$ cat config.mk
export PLATFORM = sky130hd
export DESIGN_NAME = snes_cart_mem_responder
export DESIGN_NICKNAME = d
export VERILOG_FILES = /design/src/rtl/snes_mem_pkg.sv /design/src/rtl/bsram_wr_fifo.sv /design/src/rtl/snes_cart_mem_responder.sv
export SDC_FILE = /design/constraint.sdc
export NUM_CORES = 1
export LEC_CHECK = 0
export BUFFER_PORTS_ARGS = -buffer_cell sky130_fd_sc_hd__buf_2
export CAP_MARGIN = 20
export CORE_MARGIN = 2
export CORE_UTILIZATION = 46
export DETAILED_ROUTE_END_ITERATION = 12
export GPL_ROUTABILITY_DRIVEN = 1
export PLACE_DENSITY = 0.67
export SYNTH_ARGS = -nofsm -noshare
export SYNTH_HDL_FRONTEND = slang
export SYNTH_SLANG_ARGS = --single-unit
$ cat constraint.sdc
create_clock -name mclk -period 2.1 [get_ports mclk]
set_clock_uncertainty 0.05 [all_clocks]
set_input_delay 0.21 -clock mclk [delete_from_list [all_inputs] [get_ports mclk]]
set_output_delay 0.21 -clock mclk [all_outputs]
set_load 0.005 [all_outputs]
$ cat src/rtl/snes_mem_pkg.sv
// Shared types and constants for the cartridge memory responder: backend
// widths, FSM states, the BSRAM write-buffer entry and address helpers.
package snes_mem_pkg;

    localparam int MEM_AW  = 24;
    localparam int MEM_DW  = 16;
    localparam int MEM_BEW = 2;
    localparam int BS_AW   = 20;
    localparam int BS_DW   = 8;

    localparam logic [MEM_AW-1:0] BSRAM_BASE_DEFAULT = 24'h800000;

    typedef enum logic [1:0] {
        ST_IDLE   = 2'd0,
        ST_WR     = 2'd1,
        ST_ROM_RD = 2'd2,
        ST_BS_RD  = 2'd3
    } mem_state_e;

    typedef struct packed {
        logic [BS_AW-1:0] addr;
        logic [BS_DW-1:0] data;
    } bsram_wr_t;

    // Word address of a BSRAM byte; the 24-bit sum wraps naturally.
    function automatic logic [MEM_AW-1:0] bs_word_addr(
        input logic [MEM_AW-1:0] base,
        input logic [BS_AW-2:0]  word_idx
    );
        return base + {{(MEM_AW-BS_AW+1){1'b0}}, word_idx};
    endfunction

    function automatic logic [MEM_BEW-1:0] bs_byte_en(input logic odd);
        return odd ? 2'b10 : 2'b01;
    endfunction

endpackage

$ cat src/rtl/bsram_wr_fifo.sv
// Two-entry BSRAM write buffer. The head stays put until the backend
// acknowledges it, so a simultaneous push and pop on a full buffer is accepted.
module bsram_wr_fifo
    import snes_mem_pkg::*;
(
    input  logic      clk,
    input  logic      srst,
    input  logic      push,
    input  bsram_wr_t push_data,
    input  logic      pop,
    output bsram_wr_t head,
    output logic      full,
    output logic      empty
);

    localparam int DEPTH = 2;

    logic       wr_ptr_reg;
    logic       rd_ptr_reg;
    logic [1:0] count_reg;
    logic [1:0] count_next;
    logic       push_ok;
    logic       pop_ok;
    bsram_wr_t  slot [DEPTH];

    assign full    = (count_reg == 2'd2);
    assign empty   = (count_reg == 2'd0);
    assign push_ok = push & (~full | pop);
    assign pop_ok  = pop & ~empty;
    assign head    = slot[rd_ptr_reg];

    generate
        for (genvar gi = 0; gi < DEPTH; gi++) begin : g_slot
            bsram_wr_t data_reg;
            always_ff @(posedge clk) begin
                if (srst) begin
                    data_reg <= '0;
                end else if (push_ok && (wr_ptr_reg == 1'(gi))) begin
                    data_reg <= push_data;
                end
            end
            assign slot[gi] = data_reg;
        end
    endgenerate

    always_comb begin
        count_next = count_reg;
        case ({push_ok, pop_ok})
            2'b10:   count_next = count_reg + 2'd1;
            2'b01:   count_next = count_reg - 2'd1;
            default: count_next = count_reg;
        endcase
    end

    always_ff @(posedge clk) begin
        if (srst) begin
            wr_ptr_reg <= 1'b0;
            rd_ptr_reg <= 1'b0;
            count_reg  <= 2'd0;
        end else begin
            if (push_ok) wr_ptr_reg <= ~wr_ptr_reg;
            if (pop_ok)  rd_ptr_reg <= ~rd_ptr_reg;
            count_reg <= count_next;
        end
    end

endmodule

$ cat src/rtl/snes_cart_mem_responder.sv
// Serves mapper ROM/BSRAM strobes from one request/ack backend port, with a
// one-word ROM fetch tag, a last-read BSRAM byte and a buffered write path.
module snes_cart_mem_responder
    import snes_mem_pkg::*;
#(
    parameter logic [MEM_AW-1:0] BSRAM_BASE = BSRAM_BASE_DEFAULT
) (
    input  logic               mclk,
    input  logic               rst,
    input  logic [23:0]        rom_addr,
    input  logic               rom_ce_n,
    input  logic               rom_oe_n,
    input  logic               rom_word,
    output logic [15:0]        rom_q,
    input  logic [BS_AW-1:0]   bsram_addr,
    input  logic [BS_DW-1:0]   bsram_d,
    input  logic               bsram_ce_n,
    input  logic               bsram_oe_n,
    input  logic               bsram_we_n,
    output logic [BS_DW-1:0]   bsram_q,
    output logic               mem_req,
    output logic               mem_we,
    output logic [MEM_AW-1:0]  mem_addr,
    output logic [MEM_BEW-1:0] mem_be,
    output logic [MEM_DW-1:0]  mem_wdata,
    input  logic               mem_ack,
    input  logic [MEM_DW-1:0]  mem_rdata,
    output logic               wr_overrun
);

    mem_state_e          state_reg;
    logic                mem_req_reg;
    logic                mem_we_reg;
    logic [MEM_AW-1:0]   mem_addr_reg;
    logic [MEM_BEW-1:0]  mem_be_reg;
    logic [MEM_DW-1:0]   mem_wdata_reg;

    logic [MEM_DW-1:0]   rom_data_reg;
    logic [22:0]         rom_tag_reg;
    logic                rom_tag_valid_reg;

    logic [BS_DW-1:0]    bsram_q_reg;
    logic [BS_AW-1:0]    bs_tag_reg;
    logic                bs_valid_reg;
    logic [BS_AW-1:0]    bs_rd_addr_reg;
    logic                bs_rd_stale_reg;

    logic                we_n_prev_reg;
    logic                wr_overrun_reg;

    logic                rom_sel;
    logic                rom_miss;
    logic                bs_rd_miss;
    logic                wr_fall;
    logic                bs_wr_hits_tag;
    logic                bs_wr_hits_rd;
    logic                fifo_pop;
    logic                fifo_full;
    logic                fifo_empty;
    logic                overrun_set;
    bsram_wr_t           fifo_head;
    bsram_wr_t           fifo_push_data;

    assign rom_sel    = ~rom_ce_n & ~rom_oe_n;
    assign rom_miss   = rom_sel & ~(rom_tag_valid_reg && (rom_tag_reg == rom_addr[23:1]));
    assign bs_rd_miss = ~bsram_ce_n & ~bsram_oe_n & bsram_we_n
                      & ~(bs_valid_reg && (bs_tag_reg == bsram_addr));

    assign wr_fall        = we_n_prev_reg & ~bsram_we_n & ~bsram_ce_n;
    assign bs_wr_hits_tag = wr_fall & (bsram_addr == bs_tag_reg);
    assign bs_wr_hits_rd  = wr_fall & (state_reg == ST_BS_RD) & (bsram_addr == bs_rd_addr_reg);

    // The write entry leaves the buffer only once the backend has taken it.
    assign fifo_pop       = (state_reg == ST_WR) & mem_ack;
    assign overrun_set    = wr_fall & fifo_full & ~fifo_pop;
    assign fifo_push_data = '{addr: bsram_addr, data: bsram_d};

    bsram_wr_fifo u_wr_fifo (
        .clk       (mclk),
        .srst      (rst),
        .push      (wr_fall),
        .push_data (fifo_push_data),
        .pop       (fifo_pop),
        .head      (fifo_head),
        .full      (fifo_full),
        .empty     (fifo_empty)
    );

    always_comb begin
        if (rom_word) begin
            rom_q = rom_data_reg;
        end else if (rom_addr[0]) begin
            rom_q = {2{rom_data_reg[15:8]}};
        end else begin
            rom_q = {2{rom_data_reg[7:0]}};
        end
    end

    assign bsram_q    = bsram_q_reg;
    assign mem_req    = mem_req_reg;
    assign mem_we     = mem_we_reg;
    assign mem_addr   = mem_addr_reg;
    assign mem_be     = mem_be_reg;
    assign mem_wdata  = mem_wdata_reg;
    assign wr_overrun = wr_overrun_reg;

    always_ff @(posedge mclk) begin
        if (rst) begin
            state_reg         <= ST_IDLE;
            mem_req_reg       <= 1'b0;
            mem_we_reg        <= 1'b0;
            mem_addr_reg      <= '0;
            mem_be_reg        <= '0;
            mem_wdata_reg     <= '0;
            rom_data_reg      <= '0;
            rom_tag_reg       <= '0;
            rom_tag_valid_reg <= 1'b0;
            bsram_q_reg       <= '0;
            bs_tag_reg        <= '0;
            bs_valid_reg      <= 1'b0;
            bs_rd_addr_reg    <= '0;
            bs_rd_stale_reg   <= 1'b0;
            we_n_prev_reg     <= 1'b1;
            wr_overrun_reg    <= 1'b0;
        end else begin
            we_n_prev_reg <= bsram_we_n;
            if (overrun_set)    wr_overrun_reg  <= 1'b1;
            if (bs_wr_hits_tag) bs_valid_reg    <= 1'b0;
            if (bs_wr_hits_rd)  bs_rd_stale_reg <= 1'b1;

            case (state_reg)
                ST_IDLE: begin
                    if (!fifo_empty) begin
                        state_reg     <= ST_WR;
                        mem_req_reg   <= 1'b1;
                        mem_we_reg    <= 1'b1;
                        mem_addr_reg  <= bs_word_addr(BSRAM_BASE, fifo_head.addr[BS_AW-1:1]);
                        mem_be_reg    <= bs_byte_en(fifo_head.addr[0]);
                        mem_wdata_reg <= {2{fifo_head.data}};
                    end else if (rom_miss) begin
                        state_reg    <= ST_ROM_RD;
                        mem_req_reg  <= 1'b1;
                        mem_we_reg   <= 1'b0;
                        mem_addr_reg <= {1'b0, rom_addr[23:1]};
                        mem_be_reg   <= 2'b11;
                    end else if (bs_rd_miss) begin
                        state_reg       <= ST_BS_RD;
                        mem_req_reg     <= 1'b1;
                        mem_we_reg      <= 1'b0;
                        mem_addr_reg    <= bs_word_addr(BSRAM_BASE, bsram_addr[BS_AW-1:1]);
                        mem_be_reg      <= bs_byte_en(bsram_addr[0]);
                        bs_rd_addr_reg  <= bsram_addr;
                        bs_rd_stale_reg <= 1'b0;
                    end
                end
                ST_WR: begin
                    if (mem_ack) begin
                        state_reg   <= ST_IDLE;
                        mem_req_reg <= 1'b0;
                    end
                end
                ST_ROM_RD: begin
                    // Tag follows the fetched word, not the current bus address.
                    if (mem_ack) begin
                        state_reg         <= ST_IDLE;
                        mem_req_reg       <= 1'b0;
                        rom_data_reg      <= mem_rdata;
                        rom_tag_reg       <= mem_addr_reg[22:0];
                        rom_tag_valid_reg <= 1'b1;
                    end
                end
                ST_BS_RD: begin
                    if (mem_ack) begin
                        state_reg    <= ST_IDLE;
                        mem_req_reg  <= 1'b0;
                        bsram_q_reg  <= mem_be_reg[1] ? mem_rdata[15:8] : mem_rdata[7:0];
                        bs_tag_reg   <= bs_rd_addr_reg;
                        bs_valid_reg <= ~(bs_rd_stale_reg | bs_wr_hits_rd);
                    end
                end
                default: begin
                    state_reg   <= ST_IDLE;
                    mem_req_reg <= 1'b0;
                end
            endcase
        end
    end

endmodule

After elaboration in Yosys (flattened, before gate mapping)
Cells that the tools add are included.

storage, ports and cells
  register bits = 198
  output and inout port bits = 69
  memory bits (read-only) = 0
  input port bits = 77
  memories kept = 0
  word-level logic and storage cells = 123
  bits in latches = 0
  RAM bits = 0

cells by class
  $mul = 0
  reductions and logical operators = 14
  shifts and indexed selects = 0
  divide/modulo/power cells = 0
  $lt $le $gt $ge = 1
  bitwise logic cells = 32
  $add $sub $neg = 4
  mux-type cells = 36
  equal/unequal tests = 13

operators with widths
  cell                                                                    count
  28-bit two-way mux                                                      3
  24-bit two-way mux                                                      3
  20-bit equality test                                                    3
  24-bit by 19-bit adder with 24-bit output (first input constant)        2
  16-bit two-way mux                                                      2
  23-bit equality test                                                    1
  2-bit two-way mux                                                       9
  1-bit AND                                                               15
  1-bit two-way mux                                                       15
  1-bit NOT                                                               14
  2-bit AND reduction                                                     5
  2-bit equality test (second input constant)                             4
  8-bit two-way mux                                                       1
  2-bit one-hot mux with 2 select lines                                   2
  2-bit by 1-bit equality test with 1-bit output (second input constant)  2
  1-bit logical AND                                                       4
  2-bit zero test                                                         2
  4-bit != test (second input constant)                                   1
  4-bit AND reduction                                                     1
  3-bit != test (second input constant)                                   1
  3-bit OR reduction                                                      1
  2-bit by 1-bit adder with 2-bit output (second input constant)          1
  2-bit >= comparator (second input constant)                             1
  2-bit by 1-bit != test with 1-bit output (second input constant)        1
  other kinds (5)                                                         6

Depth between registers and ports, before layout
Gate-level depths: netlist (run 1).

  word-level depth = 10
  depth in mapped cells = 10

Cells and area by module
Synthesis (run 1) repeated with hierarchy kept, for this count alone.

unflattened totals
  cells, all modules = 998
  area, all modules = 8833.5 um2

by module, submodules not included
  module                   times used  area an instance (um2)  seq. area each (um2)  cells each
  snes_cart_mem_responder  1           5958.2                  2602.5                695
  bsram_wr_fifo            1           2875.3                  1201.2                303

Worst setup path after synthesis (run 1)
Ideal clock, no wire load.

  kind = flip-flop to flip-flop
  from = register u_wr_fifo.count_reg[0]
  to = register mem_addr_reg[10] (netlist: mem_addr[10])
  required time = 1916 ps
  arrival time = 1732 ps
  stages on the path, launching flop included = 8
  buffers on the path = 2
  setup slack = 184 ps
  cells stage by stage = dfxtp_1 or2_1 buf_2 nor4b_4 a21oi_2 o211ai_2 buf_4 o221ai_1

between the ends
  cells in the longest elaborated chain, start to end = 3
  elaborated cells between the ends (all ways) = 4
  classes of those cells = eq/ne: 1; mux: 1; reduce/logical: 2

RTL lines
  what                                  RTL line                        text
  start, declared                       bsram_wr_fifo.sv:20             logic [1:0] count_reg;
  start signal, assigned                bsram_wr_fifo.sv:63             count_reg <= count_next;
  2-bit zero test (*)                   bsram_wr_fifo.sv:27             assign empty = (count_reg == 2'd0);
  3-bit != test (no source line)        n/a
  2-bit AND reduction (no source line)  n/a
  end signal, assigned                  snes_cart_mem_responder.sv:137  mem_addr_reg <= bs_word_addr(BSRAM_BASE, fifo_head.addr[BS_AW-1:1]);
  end signal, assigned                  snes_cart_mem_responder.sv:144  mem_addr_reg <= {1'b0, rom_addr[23:1]};
  end signal, assigned                  snes_cart_mem_responder.sv:150  mem_addr_reg <= bs_word_addr(BSRAM_BASE, bsram_addr[BS_AW-1:1]);
  end, declared                         snes_cart_mem_responder.sv:34   logic [MEM_AW-1:0] mem_addr_reg;

Every way passes the cells marked *; elsewhere a longest branch is shown, timed or not.
A chain may end at the register's enable or synchronous reset.

Worst setup path in the final report (run 1)
  from = register rom_tag_reg[20]
  to = register bs_rd_addr_reg[8]

between the ends
  cells in the longest elaborated chain, start to end = 6

RTL lines
  what                                  RTL line                        text
  start, declared                       snes_cart_mem_responder.sv:39   logic [22:0] rom_tag_reg;
  start signal, assigned                snes_cart_mem_responder.sv:168  rom_tag_reg <= mem_addr_reg[22:0];
  23-bit equality test                  snes_cart_mem_responder.sv:65   assign rom_miss = rom_sel & ~(rom_tag_valid_reg && (rom_tag_reg == rom_addr[23:1]));
  1-bit logical AND                     snes_cart_mem_responder.sv:65
  1-bit NOT                             snes_cart_mem_responder.sv:65
  1-bit AND                             snes_cart_mem_responder.sv:65
  1-bit NOT (no source line)            n/a
  4-bit AND reduction (no source line)  n/a
  end signal, assigned                  snes_cart_mem_responder.sv:152  bs_rd_addr_reg <= bsram_addr;
  end, declared                         snes_cart_mem_responder.sv:45   logic [BS_AW-1:0] bs_rd_addr_reg;

Every way passes these cells.

==> out/qor.csv, run 1 <==
metric,value,unit
finalCriticalPeriod,2130,ps
drt_wl_total,22.8,mm
clock_latency,430,ps
cts_tree,yes,
wire_per_inst,15.7,µm
ys.flop_type,dfxtp_1,
synthMuxAreaShare,10.8,%
initial_utilization,46.5,%
synth_top_area_share,44.1,%
path_class,flop to flop,
cts_max_path_buffers,2,
htreeDepth,4,
largest_register_ffs,56,
dr.pass1.iters,5,
fp.dieArea,19900,µm²
cp.arrival,2430,ps
syn_to_final_growth,26.0,%
hold_viol,0,
gr-total-overflow,0,
cp_data_required_time,2400,ps
slew_violations,0,
vias_per_cell,5.18,
io_pins,146,
worst_slack,-26.1,ps
ys_seq_area_share,44.1,%
crit_chain,xnor2_2 > nand4_1 > nor4_2 > buf_4 > a21boi_4 > nor3b_4 > buf_12 > buf_12 > mux2i_2,
end_kind,flop,
grt_pass1_wl,35.1,mm
worstMarginPinSlew,675,ps
synth_top_family_by_area,simple AND/OR/NAND/NOR gates,
avgSynthCellArea,8.24,µm²
antenna_left,0,
synth_area_leaders,"dfxtp_1, nand2_1, mux2i_1, a21oi_1, xnor2_1",
start_kind,flop,
ys_top_cells_by_count,"nand2_1, dfxtp_1, a21oi_1",
die_h,141,µm
fin_cells,1454,
syn_inst,1047,
slowest_stage,dfxtp_2,
power,0.00854,W
root_buffer,clkbuf_16,
yosysWarnings,0,
cts_buffers,17,
row_count,50,
path_max_fanout,6,
grt_pass1_vias,6773,
dieWidth,141,µm
synthXorXnorAreaFrac,6.70,%
diodes,0,
place_ws,-121,ps
nets,1285,
synth_edf_count,0,
min_path_type,primary input to flop,
vias,7526,
cts_sinks,190,
dp_cells,1387,
core_area,18600,µm²
post-dp-hpwl,15.3,mm
routabilityCongestion,0.807,
outcome,"finished, violations left",
rsz0062_at_grt,true,
async_flop_share,0,%
power.density,785,nW/µm²
grt_use_total,22.1,%
tns,-105,ps
setup_viol,10,
clk_pin_slew,70,ps
vdd_ir_drop_max,0.000516,V
initialDrtViolationCount,398,
synth_fa_ha_area_share,0.145,%
max_stage_delay,330,ps
relSlewSlack,55.0,%
r2r_slack,-30,ps
place_area,9710,µm²
syn_nets,1125,
design_area,10900,µm²
layout-drive-gt1-share,25.0,%
failed_checks,setup timing,
fmax,470,MHz
cellLeakagePower,4.07,nW
yosysTopAreaCell,dfxtp_1,
synthSimpleGateAreaFrac,18.9,%
path_common_cell,buf_12,
drv_cap,0,
synth_most_common_cell,nand2_1,
grt_max_degree,148,
antenna_found_initial,0,
ys_seq_elements,190,
syn_area,8630,µm²
synth_compound_area_share,13.6,%
finalCritPeriodShare,101,%
portBuffers,145,
drc,0,
synth_cell_type_count,52,
-- stage by stage --
step                hold slack [ps]  utilization [%]
floorplan                       267                -
global route                   10.5             58.5
detailed placement              385             52.2
finish                         14.2             58.5
global placement                381             52.2
CTS                            1.13             57.1
-- where the power goes --
group,internal [W],switching [W],total [W]
clock,0.00197,0.00138,0.00335
combinational,0.000596,0.000691,0.00129
sequential,0.00377,0.000135,0.00391
total,0.00633,0.00221,0.00854
-- cells in the final DEF, fill, tap and decap left out, types with 14 or more instances in the layout --
cell type / n
nor2_1: 47
a21oi_1: 121
nand2_1: 300
buf_4: 60
xnor2_1: 50
dfxtp_1: 181
o221ai_1: 14
nand4_1: 14
clkbuf_16: 19
mux2i_1: 73
a211oi_1: 16
buf_2: 144
mux2_2: 16
o21ai_0: 22
dlygate4sd3_1: 26
-- worst max-delay path: cells and delay by family, from the launching register on --
kind,cells,cell delay [ps]
mux,1,220
flops,1,330
xor+xnor,1,180
buf+inv,3,470
compound gates,1,70
simple gates,3,710
-- logic make-up after synthesis --
kind of cell	count (synthesis)
mux	91
fa+ha+maj	1
simple gates	395
buf+inv	107
compound gates	197
flops	190
xor+xnor	66
-- layer usage --
layer | track usage (%) | vias to the layer above | wire [µm]
li1 | - | 3819 | -
met1 | 31.9 | 3494 | 10900
met2 | 33.0 | 177 | 10400
met3 | 4.08 | 36 | 1010
met4 | 7.95 | 0 | 462
met5 | 0 | - | 0
-- cell type report --
type | instances | area, µm²
flip-flops and latches | 190 | 3810
repair buffers | 240 | 1630
clock inverters | 10 | 135
well taps | 234 | 293
multi-input cells | 750 | 4500
inverters | 8 | 30.0
clock buffers | 22 | 474
fillers | 1684 | 7700
-- path summary, 6_finish.rpt --
path                                      to  cells after the start                             from
max reg2reg                bs_rd_addr_reg[8]                      9                  rom_tag_reg[20]
max                        bs_rd_addr_reg[8]                      9                  rom_tag_reg[20]
min                             mem_addr[21]                      3                     rom_addr[22]
min reg2reg  u_wr_fifo.g_slot[1].data_reg[0]                      2  u_wr_fifo.g_slot[1].data_reg[0]
-- what timing repair did --
item | CTS | global route
setup buffers | 0 | 7
endpoints found under the hold margin | 34 | 0
gates resized for setup | 8 | 30
gates cloned | 0 | 2
hold buffers | 26 | 0
pin swaps | 1 | 18
endpoints found under the setup margin | 47 | 46
Power figures use the tool's default switching activity.
==> run 2, diff against run 1 <==
clock period = 2.4 ns   (was 2.1 ns; I/O delays follow)
==> out/qor.csv, run 2 (same netlist as run 1, synthesis figures left out) <==
metric,value,unit
outcome,finished clean,
layout_common_cells,"nand2_1, dfxtp_1, buf_2",
slowest_stage,nor4_2,
r2r_slack,110,ps
vias,7335,
power.density,706,nW/µm²
whs_path_depth,3,
post_cts_resized,0,
post-cts-setup-buffer-count,0,
cellLeakagePower,3.69,nW
clk_pin_slew,60,ps
reg2regPathDepth,8,
met2WireLength,10.1,mm
grt_max_degree,148,
drv_cap,0,
grt_pass1_vias,6523,
setup_viol,0,
portBuffers,145,
vias_per_cell,5.25,
path_common_cell,buf_4,
seqCellArea,3800,µm²
cp_data_required_time,2650,ps
cts_hold_buf,6,
cts_buffers,17,
finalCritPeriodShare,95.5,%
initialDrtViolationCount,644,
gr-total-overflow,0,
end_kind,flop,
worst_slack,107,ps
slew_violations,0,
core_area,18600,µm²
layout-drive-gt1-share,20.6,%
path_max_fanout,19,
grt_pass1_wl,35.1,mm
io_pins,146,
initial_utilization,46.5,%
row_count,50,
fillers,1769,
dr.pass1.iters,5,
relSlewSlack,49.2,%
start_kind,flop,
wire_per_inst,16.0,µm
final_core_util,54.5,%
drt-met1-wl,11.1,mm
fmax,436,MHz
hold_end,u_wr_fifo.g_slot[0].data_reg[7],
root_buffer,clkbuf_16,
min_path_type,primary input to flop,
fp.dieArea,19900,µm²
clock_latency,430,ps
cts_max_path_buffers,2,
post-dp-hpwl,15.5,mm
hold_viol,0,
diodes,0,
timing.rr.start,rom_tag_reg[20],
htreeDepth,4,
path_class,flop to flop,
drc,0,
multiInputGateArea,4340,µm²
max_stage_delay,330,ps
crit_chain,xnor2_1 > nand4_1 > nor4_2 > buf_4 > a21boi_2 > buf_4 > mux2i_1 > o221ai_1,
routabilityCongestion,0.821,
grt_use_total,22.2,%
worstMarginPinSlew,762,ps
finalCriticalPeriod,2290,ps
syn_to_final_growth,17.2,%
antenna_left,0,
wl_met3,1.00,mm
cts_sinks,190,
mostFrequentLayoutCell,nand2_1,
drt_wl_total,22.4,mm
cp.arrival,2540,ps
die_h,141,µm
reg2reg_to,mem_addr[4],
largest_register_ffs,56,
antenna_found_initial,0,
dieWidth,141,µm
nets,1229,
cts_tree,yes,
place_ws,90.9,ps
rsz0062_at_grt,false,
vdd_ir_drop_max,0.000437,V
tns,0,ps
top_layer_used,met4,
hold_path_startpoint,bsram_d[7],
==> run 2: worst max-delay path by stage <==
stage / slack, ps / depth (start not counted) / startpoint / endpoint
6_report: 110 / 8 / rom_tag_reg[20] / mem_addr[4]
5_1_grt: 30 / 8 / rom_tag_reg[20] / mem_addr[7]
4_1_cts: 90 / 8 / rom_tag_reg[20] / mem_addr[7]
3_5_place_dp: 90 / 9 / rom_addr[21] / mem_addr[7]
3_3_place_gp: 60 / 9 / rom_addr[21] / mem_addr[4]
2_1_floorplan: 480 / 7 / u_wr_fifo.count_reg[0] / mem_addr[10]
==> run 2: where the power goes <==
group | switching (W) | internal, W
Clock | 0.00119 | 0.00155
Combinational | 0.000571 | 0.000412
Sequential | 0.000120 | 0.00330
==> run 2: stage by stage <==
stage          instances  hold slack (ps)  power, W  instance area (µm²)
4_1_cts             1397            0.438   0.00718                10100
5_1_grt             1397             4.08   0.00742                10100
6_report            1397             13.9   0.00714                10100
3_5_place_dp        1360              396   0.00446                 9490
3_3_place_gp        1360              391   0.00445                 9490
2_1_floorplan       1047              297   0.00409                 8630
==> run 2: cell type report <==
type | count | area share [%]
multi-input combinational | 750 | 42.9
sequential | 190 | 37.6
timing repair buffer | 184 | 10.7
clock buffer | 19 | 4.38
tap | 234 | 2.89
clock inverter | 12 | 1.20
inverter | 8 | 0.297
==> run 2: worst max-delay path, delay by kind of cell, from the launching register on <==
kind | cells | cell delay (ps)
AND/OR/NAND/NOR | 2 | 520
buffers and inverters | 2 | 480
flip-flops | 1 | 320
multiplexers | 1 | 280
XOR/XNOR | 1 | 260
AO/OA/AOI/OAI | 2 | 240
==> run 2: routing by layer <==
metal  global-route usage, %  vias up
met3                    3.26       15
met4                    6.37        0
li1                        -     3699
met2                    33.0      183
met5                       0        -
met1                    33.5     3438
